--- config.mk ---
export PLATFORM = sky130hd
export DESIGN_NAME = mem_ctrl
export DESIGN_NICKNAME = d
export VERILOG_FILES = /design/src/rtl/mem_ctrl.sv
export SDC_FILE = /design/constraint.sdc
export NUM_CORES = 1
export LEC_CHECK = 0
export CORE_MARGIN = 4
export CORE_UTILIZATION = 54
export DETAILED_ROUTE_END_ITERATION = 10
export PLACE_DENSITY = 0.9
export SLEW_MARGIN = 20
export SYNTH_ARGS = -nofsm -noshare
export SYNTH_HDL_FRONTEND = slang
export SYNTH_SLANG_ARGS = --single-unit
--- constraint.sdc ---
create_clock -name clk -period 7.6 [get_ports clk]
set_input_delay 0.76 -clock clk [delete_from_list [all_inputs] [get_ports clk]]
set_output_delay 0.76 -clock clk [all_outputs]
set_load 0.05 [all_outputs]
--- src/rtl/mem_ctrl.sv ---
// Multi-cycle fetch/load/store sequencer over a single-port byte-wide RAM (IDLE/BUSY/DONE).
// Define MEM_CTRL_RR_ARB_EN for round-robin arbitration; otherwise the MEM requester has fixed priority.
module mem_ctrl (
  input  logic        clk,
  input  logic        rst,
  input  logic        if_req_i,
  input  logic [31:0] if_addr_i,
  output logic        if_done_o,
  output logic [31:0] if_data_o,
  input  logic        mem_req_i,
  input  logic        mem_we_i,
  input  logic [1:0]  mem_sel_i,
  input  logic        mem_signed_i,
  input  logic [31:0] mem_addr_i,
  input  logic [31:0] mem_wdata_i,
  output logic        mem_done_o,
  output logic [31:0] mem_rdata_o,
  output logic [31:0] ram_addr_o,
  output logic        ram_we_o,
  output logic [7:0]  ram_dout_o,
  input  logic [7:0]  ram_din_i,
  output logic        busy_o
);

  typedef enum logic [1:0] {IDLE, BUSY, DONE} state_t;

  state_t      state_q, state_d;
  logic [2:0]  cnt_q, cnt_d, n_q, n_d;
  logic        mem_q, mem_d, we_q, we_d, sgn_q, sgn_d;
  logic [1:0]  sel_q, sel_d, bidx, didx;
  logic [31:0] wdata_q, wdata_d, rbuf_q, rbuf_d;
  logic        if_done_d, mem_done_d, ram_we_d, busy_d;
  logic [31:0] if_data_d, mem_rdata_d, ram_addr_d;
  logic [7:0]  ram_dout_d;
  logic        grant_mem, grant_if;
`ifdef MEM_CTRL_RR_ARB_EN
  logic        last_mem_q, last_mem_d;
`endif

  function automatic logic [2:0] width_bytes(input logic [1:0] sel);
    case (sel)
      2'b01:   width_bytes = 3'd1;
      2'b10:   width_bytes = 3'd2;
      2'b11:   width_bytes = 3'd4;
      default: width_bytes = 3'd0;
    endcase
  endfunction

  function automatic logic [31:0] load_extend(input logic [31:0] raw, input logic [1:0] sel,
                                              input logic sgn);
    logic signed [7:0]  b;
    logic signed [15:0] h;
    logic signed [31:0] r;
    b = raw[7:0];
    h = raw[15:0];
    r = raw;
    case (sel)
      2'b01:   r = sgn ? 32'(b) : {24'd0, raw[7:0]};
      2'b10:   r = sgn ? 32'(h) : {16'd0, raw[15:0]};
      default: r = raw;
    endcase
    load_extend = r;
  endfunction

  always_comb begin
    state_d     = state_q;
    cnt_d       = cnt_q;
    n_d         = n_q;
    mem_d       = mem_q;
    we_d        = we_q;
    sgn_d       = sgn_q;
    sel_d       = sel_q;
    wdata_d     = wdata_q;
    rbuf_d      = rbuf_q;
    if_done_d   = 1'b0;
    mem_done_d  = 1'b0;
    ram_we_d    = 1'b0;
    if_data_d   = if_data_o;
    mem_rdata_d = mem_rdata_o;
    ram_addr_d  = ram_addr_o;
    ram_dout_d  = ram_dout_o;
    bidx        = cnt_q[1:0] - 2'd1;
    didx        = cnt_q[1:0] + 2'd1;
`ifdef MEM_CTRL_RR_ARB_EN
    last_mem_d  = last_mem_q;
    grant_mem   = mem_req_i && !(if_req_i && last_mem_q);
`else
    grant_mem   = mem_req_i;
`endif
    grant_if    = if_req_i && !grant_mem;

    case (state_q)
      IDLE: begin
        if (grant_mem) begin
          mem_d   = 1'b1;
          we_d    = mem_we_i;
          sel_d   = mem_sel_i;
          sgn_d   = mem_signed_i;
          wdata_d = mem_wdata_i;
          n_d     = width_bytes(mem_sel_i);
          cnt_d   = 3'd0;
          rbuf_d  = 32'd0;
`ifdef MEM_CTRL_RR_ARB_EN
          last_mem_d = 1'b1;
`endif
          if (mem_sel_i == 2'b00) begin
            // Zero-width access completes without touching the RAM
            state_d     = DONE;
            mem_done_d  = 1'b1;
            mem_rdata_d = 32'd0;
          end else begin
            state_d    = BUSY;
            ram_addr_d = mem_addr_i;
            ram_we_d   = mem_we_i;
            ram_dout_d = mem_wdata_i[7:0];
          end
        end else if (grant_if) begin
          mem_d      = 1'b0;
          we_d       = 1'b0;
          sel_d      = 2'b11;
          sgn_d      = 1'b0;
          n_d        = 3'd4;
          cnt_d      = 3'd0;
          rbuf_d     = 32'd0;
          state_d    = BUSY;
          ram_addr_d = if_addr_i;
`ifdef MEM_CTRL_RR_ARB_EN
          last_mem_d = 1'b0;
`endif
        end
      end
      BUSY: begin
        cnt_d = cnt_q + 3'd1;
        if (we_q) begin
          if (cnt_q + 3'd1 == n_q) begin
            state_d    = DONE;
            mem_done_d = 1'b1;
          end else begin
            ram_addr_d = ram_addr_o + 32'd1;
            ram_we_d   = 1'b1;
            ram_dout_d = wdata_q[{didx, 3'b000} +: 8];
          end
        end else begin
          // RAM read data lags the address by one cycle, so byte k lands at cnt=k+1
          if (cnt_q != 3'd0)
            rbuf_d[{bidx, 3'b000} +: 8] = ram_din_i;
          if (cnt_q == n_q) begin
            state_d = DONE;
            if (mem_q) begin
              mem_done_d  = 1'b1;
              mem_rdata_d = load_extend(rbuf_d, sel_q, sgn_q);
            end else begin
              if_done_d = 1'b1;
              if_data_d = rbuf_d;
            end
          end else if (cnt_q + 3'd1 < n_q) begin
            ram_addr_d = ram_addr_o + 32'd1;
          end
        end
      end
      DONE:    state_d = IDLE;
      default: state_d = IDLE;
    endcase
    busy_d = (state_d != IDLE);
  end

  always_ff @(posedge clk) begin
    if (rst) begin
      state_q     <= IDLE;
      cnt_q       <= 3'd0;
      if_done_o   <= 1'b0;
      if_data_o   <= 32'd0;
      mem_done_o  <= 1'b0;
      mem_rdata_o <= 32'd0;
      ram_addr_o  <= 32'd0;
      ram_we_o    <= 1'b0;
      ram_dout_o  <= 8'd0;
      busy_o      <= 1'b0;
`ifdef MEM_CTRL_RR_ARB_EN
      last_mem_q  <= 1'b0;
`endif
    end else begin
      state_q     <= state_d;
      cnt_q       <= cnt_d;
      if_done_o   <= if_done_d;
      if_data_o   <= if_data_d;
      mem_done_o  <= mem_done_d;
      mem_rdata_o <= mem_rdata_d;
      ram_addr_o  <= ram_addr_d;
      ram_we_o    <= ram_we_d;
      ram_dout_o  <= ram_dout_d;
      busy_o      <= busy_d;
`ifdef MEM_CTRL_RR_ARB_EN
      last_mem_q  <= last_mem_d;
`endif
    end
  end

  always_ff @(posedge clk) begin
    n_q     <= n_d;
    mem_q   <= mem_d;
    we_q    <= we_d;
    sgn_q   <= sgn_d;
    sel_q   <= sel_d;
    wdata_q <= wdata_d;
    rbuf_q  <= rbuf_d;
  end

endmodule

==> flow_summary.yaml <==
clock_network:
  clockBufferDepth: 2
  clock_tree.htree_level_count: 4
  post_cts.resized_instances: 0
  clockRootBuffer: "sky130_fd_sc_hd__clkbuf_16"
  number_of_buffers_created_by_cts: 17
  post_cts_buffers: 0
  ctsHoldBuffers: 0
  cts.sinks: 185
  tritoncts: "built"
  cts.clk_slew.worst_paths_ns: 0.07
  worst_skew_pair.late_latency_ns: 0.43
floorplan:
  floorplan.io_pins: 220
  num_rows: 46
  die_area_um2: 18400
  die_w_um: 136
  floorplan.initialDensity_pct: 55.3
  die_height_um: 136
  core_region_area_um2: 15900
synthesis:
  yosysWarnings: 0
  number_of_enable_type_register_cells_in_the_synthesized_netlist: 72
  avgSynthCellArea_um2: 9.75
  synthDistinctLibCells: 65
  synth_top_area_share_pct: 25.8
  number_of_standard_cells_after_synthesis: 901
  synth_flop_cell: "sky130_fd_sc_hd__dfxtp_1"
  synth_largest_area_cell: "sky130_fd_sc_hd__dfxtp_1"
  yosysMostFrequentCell: "sky130_fd_sc_hd__nor2_1"
  ys_top_cells_by_count: "127 x sky130_fd_sc_hd__nor2_1, 113 x sky130_fd_sc_hd__dfxtp_1, 73 x sky130_fd_sc_hd__nand2_1, 72 x sky130_fd_sc_hd__edfxtp_1, 56 x sky130_fd_sc_hd__a21oi_1"
  part_of_the_yosys_area_used_for_sequential_elements_pct: 50.4
  synth_top_cells_by_area: "sky130_fd_sc_hd__dfxtp_1 26%, sky130_fd_sc_hd__edfxtp_1 25%, sky130_fd_sc_hd__nor2_1 5.4%, sky130_fd_sc_hd__mux2i_1 5.4%, sky130_fd_sc_hd__a211oi_1 3.6%"
  postSynthRegisterBits: 185
  synthesis.area_um2: 8780
  postSynthNetCount: 1024
  synthArstFlopShare_pct: 0
worst_setup_path:
  worst_r2r_path_depth: 9
  critPathCaptureType: "flop"
  path_class: "flop to flop"
  critical_path.startpoint_type: "flop"
  required_ns: 7.94
  crit_arrival_ns: 4.44
  worst-path-max-fanout: 31
global_routing:
  global_route_wire_length_before_repair_mm: 38.2
  gr-usage-met2_pct: 42.6
  use_met1_pct: 33.7
  globalRouteTotalUtil_pct: 25.9
  grt_pass1_vias: 7559
  initial_antenna_violation_count: 0
  grt_start_max_net_pins: 99
  globalRouteOverflowTotal: 0
  met3_global_route_usage_pct: 6.46
  busiest_layer: "met2"
sta:
  grt_setup_unrepaired: "no"
  tightestPinTransition_ns: 1.05
  finalClockSkew_ns: 0.00968
  maxClockFrequency_ghz: 0.244
  drv_slew: 0
  hold_viol: 0
  slew_headroom_pct: 30.1
  setup_viol: 0
  period_needed_ns: 4.10
  worst_hold_slack_ns: 0.469
  setup_tns_ns: 0
  final_min_period_over_clock_period_pct: 53.9
finish:
  area_growth_syn_to_layout_pct: 32.6
  post_route_cells_drive_above_1_share_pct: 7.04
  final.fill_count: 1106
  num-nets-final: 1204
  diodes: 0
min_path:
  min_delay_path_depth: 1
  timing.hold.worst.class: "flop to flop"
routing:
  vias: 7875
  totalWireLength_mm: 24.1
  drtAntennaViolNets: 0
  drt_first_pass_iters: 5
  detail_route.wl_per_cell_um: 18.4
  detail_route.drc_violations: 0
  detail_route.iter0.violations: 789
  vias_per_cell: 6.01
outcome:
  status: "finished, final reports clean"
flow_run:
  cap_viol_max_count: 0
place:
  dp_hpwl_mm: 16.3
  gp_routability_congestion: 0.878
  port-buffer-count: 219
pwr:
  power-per-cell-area_nw_per_um2: 257
  cell_leakage_power_nw: 4.25
  vdd_ir_drop_max_uv: 167
-- path summary, 6_finish.rpt --
| kind | startpoint | to | slack (ns) |
|---|---|---|---|
| setup / recovery | cnt_q[0] | ram_addr_o[26] | 3.50 |
| hold / removal | mem_rdata_o[12] | mem_rdata_o[12] | 0.47 |
| setup reg to reg | cnt_q[0] | ram_addr_o[26] | 3.50 |
| hold reg to reg | mem_rdata_o[12] | mem_rdata_o[12] | 0.47 |
-- layout by cell type, fill, tap and decap left out, types with 7 or more instances in the layout --
| master | Yosys | routed |
|---|---|---|
| sky130_fd_sc_hd__a211oi_1 | 42 | 42 |
| sky130_fd_sc_hd__a21oi_1 | 56 | 55 |
| sky130_fd_sc_hd__a22o_1 | 16 | 16 |
| sky130_fd_sc_hd__a311oi_1 | 8 | 8 |
| sky130_fd_sc_hd__a32o_1 | 7 | 7 |
| sky130_fd_sc_hd__and3_1 | 14 | 14 |
| sky130_fd_sc_hd__buf_4 | 2 | 11 |
| sky130_fd_sc_hd__clkbuf_16 | 0 | 18 |
| sky130_fd_sc_hd__clkdlybuf4s50_1 | 0 | 217 |
| sky130_fd_sc_hd__dfxtp_1 | 113 | 113 |
| sky130_fd_sc_hd__edfxtp_1 | 72 | 72 |
| sky130_fd_sc_hd__ha_1 | 11 | 11 |
| sky130_fd_sc_hd__inv_1 | 19 | 19 |
| sky130_fd_sc_hd__mux2i_1 | 47 | 47 |
| sky130_fd_sc_hd__mux4_2 | 8 | 8 |
| sky130_fd_sc_hd__nand2_1 | 73 | 73 |
| sky130_fd_sc_hd__nand2b_1 | 15 | 14 |
| sky130_fd_sc_hd__nand3_1 | 21 | 21 |
| sky130_fd_sc_hd__nand4_1 | 12 | 12 |
| sky130_fd_sc_hd__nor2_1 | 127 | 126 |
| sky130_fd_sc_hd__nor3_1 | 20 | 20 |
| sky130_fd_sc_hd__o21ai_0 | 41 | 40 |
| sky130_fd_sc_hd__o32ai_1 | 7 | 7 |
| sky130_fd_sc_hd__or4_1 | 8 | 8 |
-- registers in the layout (all words and copies together), names as in the netlist, 2 cells and up --
| register | flops |
|---|---|
| if_data_o | 32 |
| mem_rdata_o | 32 |
| ram_addr_o | 32 |
| rbuf_q | 32 |
| wdata_q | 32 |
| ram_dout_o | 8 |
| cnt_q | 3 |
| n_q | 3 |
| sel_q | 2 |
| state_q | 2 |
-- cell families (layout without fill, tap and decap cells) --
group           Yosys count  in the layout  synth area share (%)
flops                   185            185                  50.4
mux                      61             61                  8.18
simple gates            329            329                  18.1
xor+xnor                  3              3                 0.299
buf+inv                  88            281                  4.16
compound gates          224            224                  17.4
fa+ha+maj                11             11                  1.57
-- critical path: stages (launching register included) --
cell and delay (ns):
sky130_fd_sc_hd__dfxtp_1 0.31, sky130_fd_sc_hd__buf_4 0.32, sky130_fd_sc_hd__inv_1 0.11, sky130_fd_sc_hd__ha_1 0.80, sky130_fd_sc_hd__ha_1 0.38, sky130_fd_sc_hd__and3_1 0.18, sky130_fd_sc_hd__a32oi_1 0.29, sky130_fd_sc_hd__and4_1 0.93
sky130_fd_sc_hd__nand2b_1 0.39, sky130_fd_sc_hd__o31ai_1 0.30
-- power breakdown --
| part | total [mW] | switching (mW) | internal [mW] |
|---|---|---|---|
| registers | 1.26 | 0.0872 | 1.17 |
| clock network | 0.880 | 0.384 | 0.496 |
| logic | 0.857 | 0.553 | 0.304 |
-- metal layers --
layer,vias to the layer above,part of all wire (%)
met5,-,0
met4,0,2.3
met3,46,9.4
met2,451,48
met1,3685,41
li1,3693,-
-- metrics by stage --
stage	power [mW]	worst slack (ns)	area, µm²	std cells	util, %
detailed placement	2.12	3.42	11000	1277	69.5
global placement	2.09	3.60	11000	1277	69.5
floorplan	1.83	3.69	8780	901	-
global route	3.12	3.16	11600	1310	73.3
CTS	2.99	3.39	11600	1309	73.2
finish	2.99	3.50	11600	1310	73.3
-- final cells by class --
cell class                      instances  area [µm²]  share of cell area, %
Clock buffer                           22         485                   4.17
Clock inverter                         10         101                  0.870
Inverter                               19        71.3                  0.612
Multi-Input combinational cell        628        4020                   34.5
Sequential cell                       185        4420                   38.0
Tap cell                              216         270                   2.32
Timing Repair Buffer                  230        2270                   19.5
Note: power is estimated with default switching activity, not from simulation.
